[src/rtl/snn_core_param.sv]
// snn_core_param: two-layer fully-connected inference core with an argmax stage.
// Each neuron computes an 8-bit signed multiply-accumulate, saturates it and
// looks the result up in an activation LUT. The hidden activations are kept in
// an internal register file. After the last output neuron, the index and value
// of the largest output activation are reported.
//
// Ports
//   clk, rst_n          clock, asynchronous active-low reset
//   start, abort        begin inference (taken only in IDLE) / return to IDLE
//   in_addr / in_q      binary input-pixel memory (1-cycle read latency)
//   hw_addr / hw_q      hidden weights, address {h, i} (1-cycle read latency)
//   ow_addr / ow_q      output weights, address {o, h} (1-cycle read latency)
//   lut_addr / lut_q    activation LUT (1-cycle read latency)
//   busy                high in every state except IDLE
//   done                one-cycle pulse when digit/max_val are final
//   digit, max_val      argmax index and the winning activation
module snn_core_param #(
  parameter int N_IN   = 784,
  parameter int N_HID  = 32,
  parameter int N_OUT  = 10,   // at most 16, so that digit fits in 4 bits
  parameter int ACC_W  = 26,
  parameter int FRAC   = 7,
  parameter int LUT_AW = 11,
  localparam int IA_W  = $clog2(N_IN),
  localparam int HA_W  = $clog2(N_HID),
  localparam int OA_W  = $clog2(N_OUT)
) (
  input  logic                 clk,
  input  logic                 rst_n,
  input  logic                 start,
  input  logic                 abort,
  output logic [IA_W-1:0]      in_addr,
  input  logic                 in_q,
  output logic [HA_W+IA_W-1:0] hw_addr,
  input  logic [7:0]           hw_q,
  output logic [OA_W+HA_W-1:0] ow_addr,
  input  logic [7:0]           ow_q,
  output logic [LUT_AW-1:0]    lut_addr,
  input  logic [7:0]           lut_q,
  output logic                 busy,
  output logic                 done,
  output logic [3:0]           digit,
  output logic [7:0]           max_val
);

  localparam int DATA_W = 8;
  localparam int COEF_W = 8;
  localparam int PROD_W = DATA_W + COEF_W;

  localparam logic [IA_W-1:0] I_LAST = IA_W'(N_IN - 1);
  localparam logic [HA_W-1:0] H_LAST = HA_W'(N_HID - 1);
  localparam logic [OA_W-1:0] O_LAST = OA_W'(N_OUT - 1);

  typedef enum logic [3:0] {
    S_IDLE,
    S_H_MAC,
    S_H_DRAIN,
    S_H_LUT,
    S_H_WR,
    S_O_MAC,
    S_O_DRAIN,
    S_O_LUT,
    S_O_WR,
    S_DONE
  } state_t;

  state_t                     state_q, state_d;
  logic [IA_W-1:0]            i_q, i_d;
  logic [HA_W-1:0]            h_q, h_d;
  logic [OA_W-1:0]            o_q, o_d;
  logic signed [ACC_W-1:0]    acc_q, acc_d;
  logic signed [DATA_W-1:0]   hidden_q [N_HID];
  logic signed [DATA_W-1:0]   hidden_d [N_HID];
  logic                       vld_p1_q, vld_p1_d;
  logic                       lyr_p1_q, lyr_p1_d;
  logic signed [DATA_W-1:0]   hid_p1_q, hid_p1_d;
  logic                       done_q, done_d;
  logic [3:0]                 digit_q, digit_d;
  logic [7:0]                 max_q, max_d;

  logic signed [DATA_W-1:0]   op_a;
  logic signed [COEF_W-1:0]   op_b;
  logic signed [PROD_W-1:0]   prod;

  // Sign-extend one product term to the accumulator width.
  function automatic logic signed [ACC_W-1:0] sext_prod(input logic signed [PROD_W-1:0] p);
    return {{(ACC_W-PROD_W){p[PROD_W-1]}}, p};
  endfunction

  // Scale the accumulator by FRAC and clamp it to the signed LUT_AW-bit range.
  // The in-range test looks at every bit above the kept field plus its sign bit.
  function automatic logic [LUT_AW-1:0] sat_idx(input logic signed [ACC_W-1:0] a);
    logic [ACC_W-FRAC-LUT_AW:0] top;
    top = a[ACC_W-1:FRAC+LUT_AW-1];
    if ((&top) || (~|top)) begin
      return a[FRAC+LUT_AW-1:FRAC];
    end else if (a[ACC_W-1]) begin
      return {1'b1, {(LUT_AW-1){1'b0}}};
    end else begin
      return {1'b0, {(LUT_AW-1){1'b1}}};
    end
  endfunction

  // Add half the LUT range so the most negative value maps to entry 0.
  function automatic logic [LUT_AW-1:0] lut_index(input logic [LUT_AW-1:0] s);
    return {~s[LUT_AW-1], s[LUT_AW-2:0]};
  endfunction

  // Stage p1: operands returning from the memories, one cycle after issue.
  // Pixels are binary; a set pixel contributes +127.
  always_comb begin
    if (lyr_p1_q) begin
      op_a = hid_p1_q;
      op_b = $signed(ow_q);
    end else begin
      op_a = in_q ? $signed({1'b0, {(DATA_W-1){1'b1}}}) : '0;
      op_b = $signed(hw_q);
    end
    prod = op_a * op_b;
  end

  always_comb begin
    state_d  = state_q;
    i_d      = i_q;
    h_d      = h_q;
    o_d      = o_q;
    acc_d    = acc_q;
    hidden_d = hidden_q;
    digit_d  = digit_q;
    max_d    = max_q;
    // Stage p0 -> p1: flag issued reads and align the register-file operand.
    vld_p1_d = (state_q == S_H_MAC) || (state_q == S_O_MAC);
    lyr_p1_d = (state_q == S_O_MAC);
    hid_p1_d = hidden_q[h_q];

    // Stage p1 -> acc: the DRAIN states absorb the final product here.
    if (vld_p1_q) begin
      acc_d = acc_q + sext_prod(prod);
    end

    unique case (state_q)
      S_IDLE: begin
        acc_d = '0;
        if (start) begin
          state_d = S_H_MAC;
          i_d     = '0;
          h_d     = '0;
          o_d     = '0;
        end
      end
      S_H_MAC: begin
        if (i_q == I_LAST) begin
          state_d = S_H_DRAIN;
        end else begin
          i_d = i_q + IA_W'(1);
        end
      end
      S_H_DRAIN: state_d = S_H_LUT;
      S_H_LUT:   state_d = S_H_WR;
      S_H_WR: begin
        hidden_d[h_q] = $signed(lut_q);
        acc_d         = '0;
        i_d           = '0;
        if (h_q == H_LAST) begin
          h_d     = '0;
          state_d = S_O_MAC;
        end else begin
          h_d     = h_q + HA_W'(1);
          state_d = S_H_MAC;
        end
      end
      S_O_MAC: begin
        if (h_q == H_LAST) begin
          state_d = S_O_DRAIN;
        end else begin
          h_d = h_q + HA_W'(1);
        end
      end
      S_O_DRAIN: state_d = S_O_LUT;
      S_O_LUT:   state_d = S_O_WR;
      S_O_WR: begin
        // Output 0 always seeds the search; later outputs must be strictly
        // larger, so ties resolve to the lowest index.
        if ((o_q == '0) || (lut_q > max_q)) begin
          max_d   = lut_q;
          digit_d = 4'(o_q);
        end
        acc_d = '0;
        h_d   = '0;
        if (o_q == O_LAST) begin
          state_d = S_DONE;
        end else begin
          o_d     = o_q + OA_W'(1);
          state_d = S_O_MAC;
        end
      end
      S_DONE:  state_d = S_IDLE;
      default: state_d = S_IDLE;
    endcase

    // Abort discards the run in progress but keeps the last reported result.
    if (abort && (state_q != S_IDLE)) begin
      state_d  = S_IDLE;
      i_d      = '0;
      h_d      = '0;
      o_d      = '0;
      acc_d    = '0;
      vld_p1_d = 1'b0;
      hidden_d = hidden_q;
      digit_d  = digit_q;
      max_d    = max_q;
    end

    done_d = (state_d == S_DONE);
  end

  always_ff @(posedge clk or negedge rst_n) begin
    if (!rst_n) begin
      state_q  <= S_IDLE;
      i_q      <= '0;
      h_q      <= '0;
      o_q      <= '0;
      acc_q    <= '0;
      vld_p1_q <= 1'b0;
      lyr_p1_q <= 1'b0;
      hid_p1_q <= '0;
      done_q   <= 1'b0;
      digit_q  <= '0;
      max_q    <= '0;
      for (int k = 0; k < N_HID; k++) begin
        hidden_q[k] <= '0;
      end
    end else begin
      state_q  <= state_d;
      i_q      <= i_d;
      h_q      <= h_d;
      o_q      <= o_d;
      acc_q    <= acc_d;
      vld_p1_q <= vld_p1_d;
      lyr_p1_q <= lyr_p1_d;
      hid_p1_q <= hid_p1_d;
      done_q   <= done_d;
      digit_q  <= digit_d;
      max_q    <= max_d;
      hidden_q <= hidden_d;
    end
  end

  // Addresses are driven only in the states that issue them and are 0 otherwise.
  assign in_addr  = (state_q == S_H_MAC) ? i_q : '0;
  assign hw_addr  = (state_q == S_H_MAC) ? {h_q, i_q} : '0;
  assign ow_addr  = (state_q == S_O_MAC) ? {o_q, h_q} : '0;
  assign lut_addr = ((state_q == S_H_LUT) || (state_q == S_O_LUT)) ?
                    lut_index(sat_idx(acc_q)) : '0;

  assign busy    = (state_q != S_IDLE);
  assign done    = done_q;
  assign digit   = digit_q;
  assign max_val = max_q;

endmodule

[config.mk]
export PLATFORM = sky130hd
export DESIGN_NAME = snn_core_param
export DESIGN_NICKNAME = d
export VERILOG_FILES = /design/src/rtl/snn_core_param.sv
export SDC_FILE = /design/constraint.sdc
export NUM_CORES = 1
export LEC_CHECK = 0
export CAP_MARGIN = 20
export CORE_UTILIZATION = 30
export DETAILED_ROUTE_END_ITERATION = 8
export GPL_TIMING_DRIVEN = 0
export MAX_ROUTING_LAYER = met4
export PLACE_DENSITY = 0.45
export SKIP_CTS_REPAIR_TIMING = 1
export SLEW_MARGIN = 20
export SYNTH_ARGS = -nofsm -noshare
export SYNTH_HDL_FRONTEND = slang
export SYNTH_SLANG_ARGS = --single-unit
[constraint.sdc]
create_clock -name clk -period 14.3 [get_ports clk]
set_input_delay 1.43 -clock clk [delete_from_list [all_inputs] [get_ports clk]]
set_output_delay 1.43 -clock clk [all_outputs]
set_load 0.05 [all_outputs]
# [After elaboration in Yosys (flattened, before gate mapping)]
# Index checks and enable logic that the tools add are counted.
[word_totals] reg_bits=328 word_cells=131 output_inout_bits=59 inputBits=29
[classes] mul=1 order_cmp=3 n_eq_ne=16 n_reduce_logical=22 n_mux=39 bitwise=3 n_addsub=4
[op_table] op="256-bit bitwise mux" n=1
[op_table] op="26-bit 2-to-1 mux" n=3
[op_table] op="8-bit binary-select mux with 5-bit select" n=1
[op_table] op="8-bit demux with 5-bit select" n=1
[op_table] op="10-bit 2-to-1 mux" n=4
[op_table] op="8-bit 2-to-1 mux" n=5
[op_table] op="4-bit one-hot mux with 9 select lines" n=1
[op_table] op="11-bit 2-to-1 mux" n=3
[op_table] op="4-bit 2-to-1 mux" n=8
[op_table] op="10-bit one-hot mux with 3 select lines" n=1
[op_table] op="26-bit by 16-bit adder with 26-bit output" n=1
[op_table] op="5-bit 2-to-1 mux" n=4
[op_table] op="5-bit one-hot mux with 4 select lines" n=1
[op_table] op="4-bit by 3-bit equality test with 1-bit output, second input constant" n=4
[op_table] op="8-bit by 8-bit multiplier with 16-bit output" n=1
[op_table] op="15-bit 2-to-1 mux" n=1
[op_table] op="4-bit equality test, second input constant" n=3
[op_table] op="3-bit AND reduction" n=4
[op_table] op="10-bit by 1-bit adder with 10-bit output, second input constant" n=1
[op_table] op="10-bit equality test, second input constant" n=1
[op_table] op="9-bit 2-to-1 mux" n=1
[op_table] op="9-bit AND reduction" n=1
[op_table] op="9-bit OR reduction" n=1
[op_table] op="4-bit by 2-bit equality test with 1-bit output, second input constant" n=2
[op_table] op="other kinds (24)" n=34

# [Depth between registers and ports, before layout]
[depth] word_depth=7 depth_mapped=23 depth_no_buf=21

# [Worst setup path before layout]
# Ideal clock, no wire load.
[synth_timing] path_type="input to register" startpoint="input ow_q[0]" endpoint="register acc_q[15]" t_required_ns=14.231 path_buffers=0 setup_time_ns=0.069 cell_stages=16 arrival_ns=6.697 path_slack_ns=7.534 path_cell_list="and3_1 > inv_1 > fa_1 > inv_1 > fa_1 > fa_1 > fa_1 > fa_1 > ha_1 > o211ai_1 > o211ai_1 > a21boi_0 > o21bai_1 > a21oi_1 > or4b_2 > nand3_1"
[synth_between] elab_chain_len=6
[synth_rtl] item="start: declaration" line="37" rtl="input logic [7:0] ow_q,"
[synth_rtl] item="8-bit 2-to-1 mux" line="112" rtl="if (lyr_p1_q) begin"
[synth_rtl] item="8-bit by 8-bit multiplier with 16-bit output" line="119" rtl="prod = op_a * op_b;"
[synth_rtl] item="26-bit by 16-bit adder with 26-bit output" line="138" rtl="acc_d = acc_q + sext_prod(prod);"
[synth_rtl] item="26-bit 2-to-1 mux" line="137" rtl="if (vld_p1_q) begin"
[synth_rtl] item="26-bit 2-to-1 mux" line="141" rtl="unique case (state_q)"
[synth_rtl] item="26-bit 2-to-1 mux" line="202" rtl="if (abort && (state_q != S_IDLE)) begin"
[synth_rtl] item="end signal: assignment" line="223" rtl="acc_q <= '0;"
[synth_rtl] item="end signal: assignment" line="238" rtl="acc_q <= acc_d;"
[synth_rtl] item="end: declaration" line="71" rtl="logic signed [ACC_W-1:0] acc_q, acc_d;"
# Every way passes these cells. The select of a mux whose other input is x is not followed.
# A chain may end at the register's enable or synchronous reset.

# [Final worst setup path]
[layout_timing] startpoint="register lyr_p1_q" endpoint="register acc_q[15]"
[layout_between] elab_chain_len=6 elab_cells_between_ends=7 cone_classes="1 x add/sub; 1 x mul; 5 x mux"
[layout_rtl] item="start: declaration" line="75" rtl="logic lyr_p1_q, lyr_p1_d;"
[layout_rtl] item="start signal: assignment" line="240" rtl="lyr_p1_q <= lyr_p1_d;"
[layout_rtl] item="8-bit 2-to-1 mux" line="112"
[layout_rtl] item="8-bit by 8-bit multiplier with 16-bit output (*)" line="119"
[layout_rtl] item="26-bit by 16-bit adder with 26-bit output (*)" line="138"
[layout_rtl] item="26-bit 2-to-1 mux (*)" line="137"
[layout_rtl] item="26-bit 2-to-1 mux (*)" line="141"
[layout_rtl] item="26-bit 2-to-1 mux (*)" line="202"
# Every way passes the cells marked *; elsewhere a longest branch is shown, timed or not. The select of a mux whose other input is x is not followed.

==> out/results.ini <==
[floorplanning]
die_w_um=260
core.rowCount=94
floorplan.die_area_sq_um=67400
initial_core_util=0.303
die_y_um=260
top_level_ports=88
core-area_sq_um=65700

[yosys]
synth.cell_area_sq_um=19900
yosys.area_share.simple=0.0890
combinational_family_with_the_most_area_after_synthesis=multiplexers
synth.area.mux_share=0.219
dominantRegCellSynth=sky130_fd_sc_hd__dfrtp_1
yosysTopAreaCellShare=0.412
synth.top_cells.by_area=sky130_fd_sc_hd__dfrtp_1, sky130_fd_sc_hd__mux2_2, sky130_fd_sc_hd__fa_1
synth-async-reset-ratio=1.00
yosys_warnings=0
synthXorXnorAreaFrac=0.00949
yosys.area_share.adder=0.159
synthesis.nets=1864
yosysSeqAreaShare=0.412
synth_compound_area_frac=0.0682
netlist-cell-type-count=65
synth.largest_area_cell=sky130_fd_sc_hd__dfrtp_1
avg_inst_size_synth_sq_um=12.1
synthesized_instance_count=1648
synth-edff-count=0
yosys_register_bits=328

[critical_path]
critPathRequiredTime_ns=14.79
worst_setup_path_startpoint=lyr_p1_q$_DFF_PN0_
worstPathBufferInverterCount=5
crit_type=reg2reg
arrival_ns=7.94
timing.critical_path.to_type=flip-flop
critical_path.max_fanout=19
critical_register_to_register_path_startpoint=lyr_p1_q$_DFF_PN0_
launching_element_type_of_the_critical_path=flip-flop
cp_cell_sequence=buf_1 > clkbuf_1 > clkbuf_1 > and3_2 > inv_1 > fa_1 > inv_1 > fa_1 > fa_1 > fa_1 > fa_1 > ha_1 > o211ai_1 > o211ai_1 > a21boi_0 > o21bai_1 > a21oi_1 > or4b_2 > nand3_1
worst_path_most_repeated_cell=sky130_fd_sc_hd__fa_1
slowest_delay_ns=0.74
cpLargestDelayFamily=adder cells
critical_path.slowest_cell=sky130_fd_sc_hd__and3_2

[global_routing]
met3_resource_use_gr=0.0255
gr-usage-met2=0.273
grtUsageTotal=0.175
grt_most_used_layer=met2
grt_antenna_before_repair=0
grt_max_degree=99
grt.overflow.total=0
via_count_of_the_first_global_routing_pass=14000
grt_pass1_wl_mm=86.4
globalRouteMet1Util=0.230

[placement]
gpl.final_weighted_congestion=0.845
detailed_place_hpwl_mm=41.2
io_buffers=86
detailed_place.area_sq_um=21900

[timing]
slew_viol_final=0
worstMarginPinSlew_ns=1.07
grt_setup_unrepaired=no
maxSlewHeadroom=0.286
timing.clock.skew_ns=0.0183
hold_violations=0
whs_ns=0.480
timing.final.setup_violations=0
period_share=0.521
post-route-min-period_ns=7.45
achievable-frequency_ghz=0.134

[pwr]
cellLeakagePower_nw=10.9
finalPower_mw=2.46
p_per_area_nw_per_um2=106
irDropWorstVdd_mv=0.0984

[routing]
wirelength_mm=55.5
vias_per_cell=4.93
drt_pass1_iterations=5
dr_total_vias=13200
detail_route.drc_violations=0
wl_per_cell_um=20.8
dr.first_iter.drc_count=733
antenna_violation_net_count_after_detailed_routing=0

[finish]
areaGrowthSynthToFinish_pct=16.8
layout.cells.most_common=sky130_fd_sc_hd__dfrtp_1
final_design_area_no_fill_sq_um=23200
fin_nets=1995
filler_cell_count=6443
fraction_of_layout_instances_using_a_drive_strength_above_1=0.225
multi_input_area_sq_um=10900
antenna-diode-count=0
seq_area_sq_um=8210
highest_count_cells_in_the_layout_ignoring_fill_and_taps=sky130_fd_sc_hd__dfrtp_1, sky130_fd_sc_hd__mux2_2, sky130_fd_sc_hd__nand2_1

[clocking]
source_to_sink_clock_delay_at_the_later_pin_of_the_worst_skew_pair_ns=0.56
cts_sinks=328
cts_buffers=40
tritoncts_clock_tree=done
cts.reportedPaths.clkPinSlew_ns=0.07
cts_max_path_buffers=3
ctsRootBufferMaster=sky130_fd_sc_hd__clkbuf_16
ctsHtreeMaxLevel=2

[job]
drv_cap=0

[min_path]
hold_start=hidden_q[96]$_DFFE_PN0P_
min-delay-path-class=reg2reg

[run_status]
status=finished clean

[cells in the mapped netlist, drive strengths merged (9+ instances only)]
cell,number
dfrtp,328
nand4,15
nor3,18
buf,30
and3,14
ha,77
clkbuf,62
and2,22
xnor2,15
nor2,81
o21ai,75
nor2b,10
mux2,242
inv,116
nand2b,17
fa,110
nand3,24
a21o,14
mux4,64
a22oi,32
mux2i,20
a21oi,56
nand2,124
nand3b,9
[final cells by class]
class | count | share of cell area
Inverter | 116 | 0.0187
Buffer | 92 | 0.0176
Sequential cell | 328 | 0.353
Clock buffer | 56 | 0.0474
Timing Repair Buffer | 89 | 0.0408
Clock inverter | 13 | 0.00861
Tap cell | 864 | 0.0465
Multi-Input combinational cell | 1112 | 0.467
[power by group]
part           leakage [nW]  switching (mW)  internal, mW
Sequential             4.58          0.0124         0.937
Combinational          5.68           0.289         0.191
Clock                 0.634           0.404         0.627
[routing by layer]
layer | vias up | routed length (um)
met5 | - | 0
met4 | 0 | 1720
met3 | 78 | 2180
met2 | 240 | 26000
met1 | 6791 | 25600
li1 | 6060 | -
[final timing paths]
kind	to	slack, ns	cells past startpoint
max reg2reg	acc_q[15]$_DFFE_PN0P_	6.85	19
min	hidden_q[96]$_DFFE_PN0P_	0.48	2
min reg2reg	hidden_q[96]$_DFFE_PN0P_	0.48	2
min in group asynchronous	hidden_q[122]$_DFFE_PN0P_	0.81	1
max in group asynchronous	acc_q[25]$_DFFE_PN0P_	12.61	2
max	acc_q[15]$_DFFE_PN0P_	6.85	19
[registers in the layout, indices dropped and copies added (netlist names), 5 cells and up]
| name | flops |
|---|---|
| hidden_q | 256 |
| i_q | 10 |
| max_val | 8 |
| hid_p1_q | 8 |
| acc_q | 26 |
| h_q | 5 |
[metrics by stage]
stage / setup slack [ns] / util / instances / setup TNS [ns]
6_report: 6.85 / 0.354 / 2670 / 0
5_1_grt: 6.38 / 0.354 / 2670 / 0
4_1_cts: 6.83 / 0.353 / 2670 / 0
3_5_place_dp: 6.43 / 0.334 / 2601 / 0
3_3_place_gp: -3.11 / 0.332 / 2598 / -1008.00
2_1_floorplan: 7.53 / - / 1648 / 0
[tightest hold or removal path: cells and delay by family (launching register included)]
| family | cells | cell delay [ns] |
|---|---|---|
| AND/OR/NAND/NOR | 1 | 0.05 |
| AO/OA/AOI/OAI | 1 | 0.06 |
| flip-flops | 1 | 0.34 |
[cells by family after synthesis]
kind of cell | Yosys count
buffers and inverters | 208
XOR/XNOR | 20
flip-flops | 328
AO/OA/AOI/OAI | 216
adder cells (fa/ha/maj) | 187
AND/OR/NAND/NOR | 363
multiplexers | 326
(Power assumes the default switching activity.)
